$ cat config.mk
export PLATFORM = sky130hd
export DESIGN_NAME = vga_timing_gen
export DESIGN_NICKNAME = d
export VERILOG_FILES = /design/src/rtl/vga_pkg.sv /design/src/rtl/vga_axis_counter.sv /design/src/rtl/vga_timing_gen.sv
export SDC_FILE = /design/constraint.sdc
export NUM_CORES = 1
export LEC_CHECK = 0
export ABC_AREA = 1
export ABC_CLOCK_PERIOD_IN_PS = 1240
export BUFFER_PORTS_ARGS = -buffer_cell sky130_fd_sc_hd__buf_2
export CELL_PAD_IN_SITES_DETAIL_PLACEMENT = 1
export CELL_PAD_IN_SITES_GLOBAL_PLACEMENT = 1
export CORE_ASPECT_RATIO = 0.6
export CORE_MARGIN = 2
export CORE_UTILIZATION = 32
export CTS_BUF_LIST = sky130_fd_sc_hd__clkbuf_16
export CTS_CLUSTER_DIAMETER = 150
export DETAILED_ROUTE_END_ITERATION = 10
export PLACE_DENSITY = 0.88
export SLEW_MARGIN = 30
export SYNTH_ARGS = -nofsm -noshare
export SYNTH_HDL_FRONTEND = slang
export SYNTH_SLANG_ARGS = --single-unit
$ cat constraint.sdc
create_clock -name clk -period 1.24 [get_ports clk]
set_input_delay 0 -clock clk [delete_from_list [all_inputs] [get_ports clk]]
set_output_delay 0 -clock clk [all_outputs]
set_load 0.02 [all_outputs]
$ cat src/rtl/vga_pkg.sv
// Shared timing defaults, colour types and test-pattern colour codes for the VGA timing generator.
package vga_pkg;

    localparam int DEF_H_ACTIVE = 640;
    localparam int DEF_H_FP     = 16;
    localparam int DEF_H_SYNC   = 96;
    localparam int DEF_H_BP     = 48;
    localparam int DEF_V_ACTIVE = 480;
    localparam int DEF_V_FP     = 10;
    localparam int DEF_V_SYNC   = 2;
    localparam int DEF_V_BP     = 33;
    localparam int DEF_CLK_DIV  = 4;
    localparam int DEF_CW       = 8;

    typedef struct packed {
        logic [DEF_CW-1:0] r;
        logic [DEF_CW-1:0] g;
        logic [DEF_CW-1:0] b;
    } rgb_t;

    // Test-pattern colours as {R,G,B} enables; each set bit expands to an all-ones channel.
    localparam logic [2:0] TP_WHITE   = 3'b111;
    localparam logic [2:0] TP_YELLOW  = 3'b110;
    localparam logic [2:0] TP_CYAN    = 3'b011;
    localparam logic [2:0] TP_GREEN   = 3'b010;
    localparam logic [2:0] TP_MAGENTA = 3'b101;
    localparam logic [2:0] TP_RED     = 3'b100;
    localparam logic [2:0] TP_BLUE    = 3'b001;
    localparam logic [2:0] TP_BLACK   = 3'b000;

    localparam logic [2:0] TP_BARS [0:7] = '{
        TP_WHITE, TP_YELLOW, TP_CYAN, TP_GREEN,
        TP_MAGENTA, TP_RED, TP_BLUE, TP_BLACK
    };

    function automatic int clog2_min1(input int value);
        return (value > 1) ? $clog2(value) : 1;
    endfunction

endpackage

$ cat src/rtl/vga_axis_counter.sv
// One raster axis: wrapping position counter with active-area and sync-window decode.
module vga_axis_counter
    import vga_pkg::*;
#(
    parameter int ACTIVE = DEF_H_ACTIVE,
    parameter int FP     = DEF_H_FP,
    parameter int SYNC   = DEF_H_SYNC,
    parameter int BP     = DEF_H_BP,
    parameter bit POL    = 1'b0,
    localparam int TOTAL = ACTIVE + FP + SYNC + BP,
    localparam int W     = clog2_min1(TOTAL)
) (
    input  logic         clk,
    input  logic         RST_BTN,
    input  logic         ce,
    output logic [W-1:0] cnt,
    output logic         active,
    output logic         sync,
    output logic         wrap
);

    localparam logic [W-1:0] LAST = W'(TOTAL - 1);

    if (ACTIVE < 1 || SYNC < 1) begin : g_bad_params
        $error("vga_axis_counter: ACTIVE and SYNC must both be non-zero");
    end

    logic [W-1:0] cnt_reg;
    logic         in_sync;

    always_ff @(posedge clk) begin
        if (!RST_BTN) begin
            cnt_reg <= '0;
        end else if (ce) begin
            if (cnt_reg == LAST) begin
                cnt_reg <= '0;
            end else begin
                cnt_reg <= cnt_reg + 1'b1;
            end
        end
    end

    // Compared as int so a sync window ending exactly at 2**W cannot alias to zero.
    assign in_sync = (int'(cnt_reg) >= ACTIVE + FP) && (int'(cnt_reg) < ACTIVE + FP + SYNC);

    assign cnt    = cnt_reg;
    assign active = (int'(cnt_reg) < ACTIVE);
    assign sync   = in_sync ? POL : !POL;
    assign wrap   = (cnt_reg == LAST);

endmodule

$ cat src/rtl/vga_timing_gen.sv
// Parametrised VGA raster timing generator with registered pixel output stage and line/frame strobes.
// Optional internal colour-bar source enabled by defining VGA_TEST_PATTERN_EN (adds port tp_on).
module vga_timing_gen
    import vga_pkg::*;
#(
    parameter int H_ACTIVE = DEF_H_ACTIVE,
    parameter int H_FP     = DEF_H_FP,
    parameter int H_SYNC   = DEF_H_SYNC,
    parameter int H_BP     = DEF_H_BP,
    parameter int V_ACTIVE = DEF_V_ACTIVE,
    parameter int V_FP     = DEF_V_FP,
    parameter int V_SYNC   = DEF_V_SYNC,
    parameter int V_BP     = DEF_V_BP,
    parameter bit HS_POL   = 1'b0,
    parameter bit VS_POL   = 1'b0,
    parameter int CLK_DIV  = DEF_CLK_DIV,
    parameter int CW       = DEF_CW,
    localparam int H_TOTAL = H_ACTIVE + H_FP + H_SYNC + H_BP,
    localparam int V_TOTAL = V_ACTIVE + V_FP + V_SYNC + V_BP,
    localparam int HW      = clog2_min1(H_TOTAL),
    localparam int VW      = clog2_min1(V_TOTAL)
) (
    input  logic          clk,
    input  logic          RST_BTN,
`ifdef VGA_TEST_PATTERN_EN
    input  logic          tp_on,
`endif
    input  logic [3*CW-1:0] rgb_in,
    output logic          pix_req,
    output logic [HW-1:0] pix_x,
    output logic [VW-1:0] pix_y,
    output logic          HSYNC,
    output logic          VSYNC,
    output logic          de,
    output logic [CW-1:0] VGA_R,
    output logic [CW-1:0] VGA_G,
    output logic [CW-1:0] VGA_B,
    output logic          line_start,
    output logic          frame_start
);

    localparam int DW = clog2_min1(CLK_DIV);

    if (CLK_DIV < 1) begin : g_bad_div
        $error("vga_timing_gen: CLK_DIV must be at least 1");
    end

    logic pix_ce;

    if (CLK_DIV > 1) begin : g_div
        localparam logic [DW-1:0] DIV_LAST = DW'(CLK_DIV - 1);
        logic [DW-1:0] div_reg;

        always_ff @(posedge clk) begin
            if (!RST_BTN) begin
                div_reg <= '0;
            end else if (div_reg == DIV_LAST) begin
                div_reg <= '0;
            end else begin
                div_reg <= div_reg + 1'b1;
            end
        end

        assign pix_ce = (div_reg == DIV_LAST);
    end else begin : g_no_div
        assign pix_ce = 1'b1;
    end

    logic [HW-1:0] h_cnt;
    logic [VW-1:0] v_cnt;
    logic          h_active;
    logic          v_active;
    logic          h_sync;
    logic          v_sync;
    logic          h_wrap;
    logic          v_wrap_unused;

    vga_axis_counter #(
        .ACTIVE (H_ACTIVE),
        .FP     (H_FP),
        .SYNC   (H_SYNC),
        .BP     (H_BP),
        .POL    (HS_POL)
    ) u_h_axis (
        .clk     (clk),
        .RST_BTN (RST_BTN),
        .ce      (pix_ce),
        .cnt     (h_cnt),
        .active  (h_active),
        .sync    (h_sync),
        .wrap    (h_wrap)
    );

    vga_axis_counter #(
        .ACTIVE (V_ACTIVE),
        .FP     (V_FP),
        .SYNC   (V_SYNC),
        .BP     (V_BP),
        .POL    (VS_POL)
    ) u_v_axis (
        .clk     (clk),
        .RST_BTN (RST_BTN),
        .ce      (pix_ce & h_wrap),
        .cnt     (v_cnt),
        .active  (v_active),
        .sync    (v_sync),
        .wrap    (v_wrap_unused)
    );

    assign pix_x   = h_cnt;
    assign pix_y   = v_cnt;
    assign pix_req = h_active & v_active;

    logic [3*CW-1:0] colour;

`ifdef VGA_TEST_PATTERN_EN
    // Bars are found by threshold compare rather than division; bar 7 takes any remainder.
    localparam int BAR_W = (H_ACTIVE >= 8) ? (H_ACTIVE / 8) : 1;
    logic [2:0] bar_sel;
    logic [2:0] bar_code;

    always_comb begin
        bar_sel = 3'd7;
        for (int i = 6; i >= 0; i--) begin
            if (int'(h_cnt) < (i + 1) * BAR_W) begin
                bar_sel = 3'(i);
            end
        end
        bar_code = TP_BARS[bar_sel];
        if (tp_on) begin
            colour = {{CW{bar_code[2]}}, {CW{bar_code[1]}}, {CW{bar_code[0]}}};
        end else begin
            colour = rgb_in;
        end
    end
`else
    assign colour = rgb_in;
`endif

    logic [3*CW-1:0] rgb_out;

    for (genvar gi = 0; gi < 3; gi++) begin : g_chan
        logic [CW-1:0] chan_reg;

        always_ff @(posedge clk) begin
            if (!RST_BTN) begin
                chan_reg <= '0;
            end else if (pix_ce) begin
                chan_reg <= pix_req ? colour[(2-gi)*CW +: CW] : '0;
            end
        end

        assign rgb_out[(2-gi)*CW +: CW] = chan_reg;
    end

    logic hsync_reg;
    logic vsync_reg;
    logic de_reg;
    logic line_start_reg;
    logic frame_start_reg;

    // Strobes are cleared every clk so they last one clk even when pix_ce is divided down.
    always_ff @(posedge clk) begin
        if (!RST_BTN) begin
            hsync_reg       <= !HS_POL;
            vsync_reg       <= !VS_POL;
            de_reg          <= 1'b0;
            line_start_reg  <= 1'b0;
            frame_start_reg <= 1'b0;
        end else begin
            line_start_reg  <= 1'b0;
            frame_start_reg <= 1'b0;
            if (pix_ce) begin
                hsync_reg       <= h_sync;
                vsync_reg       <= v_sync;
                de_reg          <= pix_req;
                line_start_reg  <= (h_cnt == '0) && v_active;
                frame_start_reg <= (h_cnt == '0) && (v_cnt == '0);
            end
        end
    end

    assign HSYNC       = hsync_reg;
    assign VSYNC       = vsync_reg;
    assign de          = de_reg;
    assign VGA_R       = rgb_out[3*CW-1 -: CW];
    assign VGA_G       = rgb_out[2*CW-1 -: CW];
    assign VGA_B       = rgb_out[CW-1 -: CW];
    assign line_start  = line_start_reg;
    assign frame_start = frame_start_reg;

endmodule
; ---- Word-level counts from Yosys, hierarchy flattened
; Cells that the tools add are included.
[word_totals]
regBits = 51
output_inout_bits = 50
[op_classes]
n_addsub = 3
order_cmp = 6
n_eq_ne = 3
muxes = 7
bitwise_logic = 3
reduce_logical = 8
[ops]
columns = op, n
row1 = $mux W8, 3
row2 = $add A10 B1 Y10 const B, 2
row3 = $eq A10 B10 Y1 const B, 2
row4 = $logic_not A10 Y1, 2
row5 = $lt A10 B10 Y1 const B, 2
row6 = $lt A10 B9 Y1 const B, 2
row7 = $mux W10, 2
row8 = $ge A10 B10 Y1 const B, 1
row9 = $ge A10 B9 Y1 const B, 1
row10 = $logic_and A1 B1 Y1, 4
row11 = $add A2 B1 Y2 const B, 1
row12 = $and A1 B1 Y1, 2
row13 = $eq A2 B2 Y1 const B, 1
row14 = $mux W1, 2
row15 = $reduce_and A2 Y1, 1
row16 = $reduce_or A2 Y1, 1
row17 = $not A1 Y1, 1

; ---- Depth between registers and ports, before layout
[depth]
ltp_word = 3
mapped_depth = 9

; ---- Cells and area by module
; A second synthesis with hierarchy kept.
[unflattened]
cells_unflattened = 315
area_unflattened_um2 = 2377.3
[by_module_without_submodules]
columns = mod, instances, cells_per_inst, area_each_um2, seq_area_each_um2
row1 = vga_timing_gen, 1, 148, 1216.2, 620.6
row2 = vga_axis_counter at u_v_axis, 1, 85, 595.6, 200.2
row3 = vga_axis_counter at u_h_axis, 1, 82, 565.5, 200.2

; ---- Worst setup path before layout
; OpenSTA, ideal clock, no wires.
[synth_timing]
path_type = flip-flop to flip-flop
from = reg u_h_axis.cnt_reg[1], in the netlist u_h_axis.cnt[1]
to = reg u_v_axis.cnt_reg[2], in the netlist u_v_axis.cnt[2]
setup_time_ps = 113
arrival_ps = 1372
t_required_ps = 1127
path_slack_ps = -245
stages_incl_launch_ff = 9
period_less_slack_ps = 1485
path_cell_list = dfxtp_1 > ha_1 > nand3_1 > nor2_4 > nand3_4 > nand2_4 > inv_2 > nor2_1 > nor2_1
[synth_via]
elab_chain_len = 2
[synth_rtl]
columns = element, line_no
row1 = from (decl), vga_axis_counter.sv:28  ; logic [W-1:0] cnt_reg;
row2 = from (signal assigned), vga_axis_counter.sv:38  ; cnt_reg <= cnt_reg + 1'b1;
row3 = $eq A10 B10 Y1, vga_axis_counter.sv:49  ; assign wrap = (cnt_reg == LAST);
row4 = $and A1 B1 Y1, vga_timing_gen.sv:103  ; .ce (pix_ce & h_wrap),
row5 = to (signal assigned), vga_axis_counter.sv:38
row6 = to (decl), vga_axis_counter.sv:28
; No other way between the ends.
; A chain may end at the register's enable or synchronous reset.

; ---- Final worst setup path
[layout_timing]
from = reg u_h_axis.cnt_reg[1], in the netlist u_h_axis.cnt[1]
to = reg u_h_axis.cnt_reg[7], in the netlist u_h_axis.cnt[7]
[layout_via]
elab_chain_len = 2
word_cells_on_any_way = 3
[layout_rtl]
columns = element, line_no
row1 = $add A10 B1 Y10 or $eq A10 B10 Y1 (tied branches), "vga_axis_counter.sv:38, vga_axis_counter.sv:35"
row2 = $mux W10 (*), vga_axis_counter.sv:35  ; if (cnt_reg == LAST) begin
; Every way passes the cells marked *; elsewhere a longest branch is shown, timed or not.

==> flow_metrics.tcl <==
set metrics [dict create \
    rows 24 \
    synth_top_area_share_pct 43.8 \
    synth_edf_count 0 \
    fin_nets 503 \
    coreArea_um2 7180 \
    crit_chain "buf_4 > nand3_1 > nor2_4 > buf_4 > a21oi_1 > nor3_1" \
    worst_pin_slew_ps 298 \
    synthTopCellsByCount "nand2_1 (98), dfxtp_1 (51), nand3_1 (34)" \
    dr.first_iter.drc_count 316 \
    finalCritPeriodShare_pct 125 \
    clkTransAtPathRegs_ps 80 \
    grt_max_degree 26 \
    gp_congestion 0.860 \
    design_area_um2 4050 \
    path_max_fanout 3 \
    finalClockSkew_ps 10.2 \
    failed_checks "negative setup slack" \
    synthArstFlopShare_pct 0 \
    critPathRequiredTime_ps 1430 \
    post-route-min-period_ps 1560 \
    chipWidth_um 114 \
    end_kind "flop" \
    ys_types 29 \
    rsz0062_at_grt "yes" \
    cp-start-kind "flop" \
    p_per_area_nw_per_um2 897 \
    overflow 0 \
    yosysTopAreaCell "dfxtp_1" \
    cap_violations 0 \
    status "complete, but fails checks" \
    placed_area_um2 3130 \
    drc 0 \
    vias_per_cell 5.64 \
    yosysMostFrequentCell "nand2_1" \
    layout_setup_ws_ps -315 \
    final_hold_viol_count 0 \
    ir_drop_uv 495 \
    max_stage_delay_ps 360 \
    dp_hpwl_um 6450 \
    arrival_ps 1750 \
    grt.total_usage_pct 30.0 \
    slowest_stage "dfxtp_4" \
    ys_seq_area_share_pct 43.8 \
    drive_gt1_share_pct 50.6 \
    cts_tree "done" \
    hold_class "in -> reg" \
    drt_pass1_iterations 5 \
    pin_count 76 \
    setup_violations 51 \
    cts_buffer_depth 2 \
    die_area_um2 8010 \
    path_class "reg -> reg" \
    insertion_delay_ps 300 \
    cp_common_cell "buf_4" \
    p_leak_uw 0.00199 \
    htreeDepth 2 \
    whs_ps 116 \
    io_buffers 75 \
    synth_seq_cells 51 \
    cts_sinks 51 \
    routed-via-count 3179 \
    nFillCells 855 \
    start_util_pct 32.5 \
    max_slew_margin_pct 80.0 \
    avgSynthCellArea_um2 7.41 \
    avgRoutedWirePerCell_um 24.2 \
    antenna_found_initial 1 \
    slew_violations 0 \
    final_antenna_net_count 0 \
    die_h_um 70.1 \
    synth.cell_area_um2 2330 \
    synth_area_leaders "dfxtp_1 (44%), nand2_1 (16%), nand3_1 (7.3%), nor2_1 (5.1%), inv_1 (4.7%)" \
    grt_pass1_vias 3125 \
    area.growth.synth_to_final_pct 73.4 \
    yosysWarningCount 0 \
    syn-num-nets 347 \
    cts_root_buf "clkbuf_16" \
    max_freq_mhz 643 \
    synth_ff_type "dfxtp_1" \
    cts_buffers 5 \
    grt_pass1_wl_um 17900 \
    syn_inst 315 \
    wl_um 13600 \
]
[critical path, delay by kind of cell (launching register included)]
family | cells | cell delay (ps)
and+or+nand+nor | 3 | 720
AOI/OAI and AO/OA | 1 | 70
buffers and inverters | 2 | 290
DFF | 1 | 360
[area by class of cell]
cell class                      instances  area [um2]  area share (%)
Multi-Input combinational cell        223        1430            35.4
Timing Repair Buffer                  156        1160            28.6
Sequential cell                        51        1050            26.0
Inverter                               34         141            3.50
Clock buffer                            5         125            3.09
Tap cell                               91         114            2.81
Clock inverter                          3        20.0           0.495
Antenna cell                            1        2.50          0.0619
[logic make-up (layout without fill, tap and decap cells)]
kind of cell | count (synthesis) | after routing | synth area share, %
adders and majority gates | 6 | 6 | 3.22
AOI/OAI and AO/OA | 16 | 16 | 3.75
buffers and inverters | 42 | 198 | 8.26
xor gates and xnor gates | 2 | 2 | 0.751
other | 0 | 1 | 0
DFF | 51 | 51 | 43.8
and+or+nand+nor | 198 | 199 | 40.3
[cells in the final DEF (no fill, tap or decap), drive strengths merged]
| master | synthesis | routed |
|---|---|---|
| nand4 | 8 | 8 |
| ha | 6 | 6 |
| a41oi | 1 | 1 |
| nor2 | 35 | 36 |
| nand2 | 103 | 103 |
| o21ai | 8 | 8 |
| diode | 0 | 1 |
| dlygate4sd3 | 0 | 24 |
| a21oi | 7 | 7 |
| clkinv | 0 | 2 |
| nand3b | 1 | 1 |
| dfxtp | 51 | 51 |
| xor2 | 2 | 2 |
| clkbuf | 1 | 5 |
| inv | 34 | 33 |
| nand3 | 39 | 39 |
| clkinvlp | 0 | 2 |
| buf | 7 | 132 |
| nor3 | 12 | 12 |
[per-layer routing]
metal / global-route usage [%] / share of wire (%) / vias up
li1: - / - / 1321
met1: 37.5 / 40 / 1548
met2: 49.4 / 46 / 225
met3: 6.34 / 7.8 / 85
met4: 14.4 / 6.1 / 0
met5: 0 / 0 / -
[through the flow]
step | total power (uW) | utilization (%) | setup slack, ps | TNS, ps | instances
final | 3630 | 56.4 | -315 | -6940 | 564
after global routing | 3710 | 56.4 | -389 | -9200 | 564
after CTS | 3500 | 54.3 | -135 | -2240 | 560
after detailed placement | 2040 | 43.6 | -239 | -8350 | 514
after global placement | 2030 | 43.6 | -104 | -3740 | 514
after floorplan | 1910 | - | -69.2 | -1870 | 315
[final timing paths]
check	from	end	slack (ps)	cells after the start
max	u_h_axis.cnt[1]	u_h_axis.cnt[7]	-320	6
min	RST_BTN	u_h_axis.cnt[3]	120	3
max reg2reg	u_h_axis.cnt[1]	u_h_axis.cnt[7]	-320	6
min reg2reg	VGA_R[6]	VGA_R[6]	460	2
[power breakdown]
part	switching [uW]	leakage [uW]	total (uW)	internal, uW
clock	705	0.0000675	1450	748
combinational	270	0.00150	463	193
sequential	37.1	0.000421	1710	1680
total	1010	0.00199	3630	2620
[timing repair]
item	CTS	global route
setup endpoints to repair	52	50
resized for setup	63	40
hold buffers	24	0
hold endpoints to repair	24	0
buffers inserted	11	3
cloned	3	0
pin swaps	22	6
No activity file was read; power rests on OpenSTA's default activity.
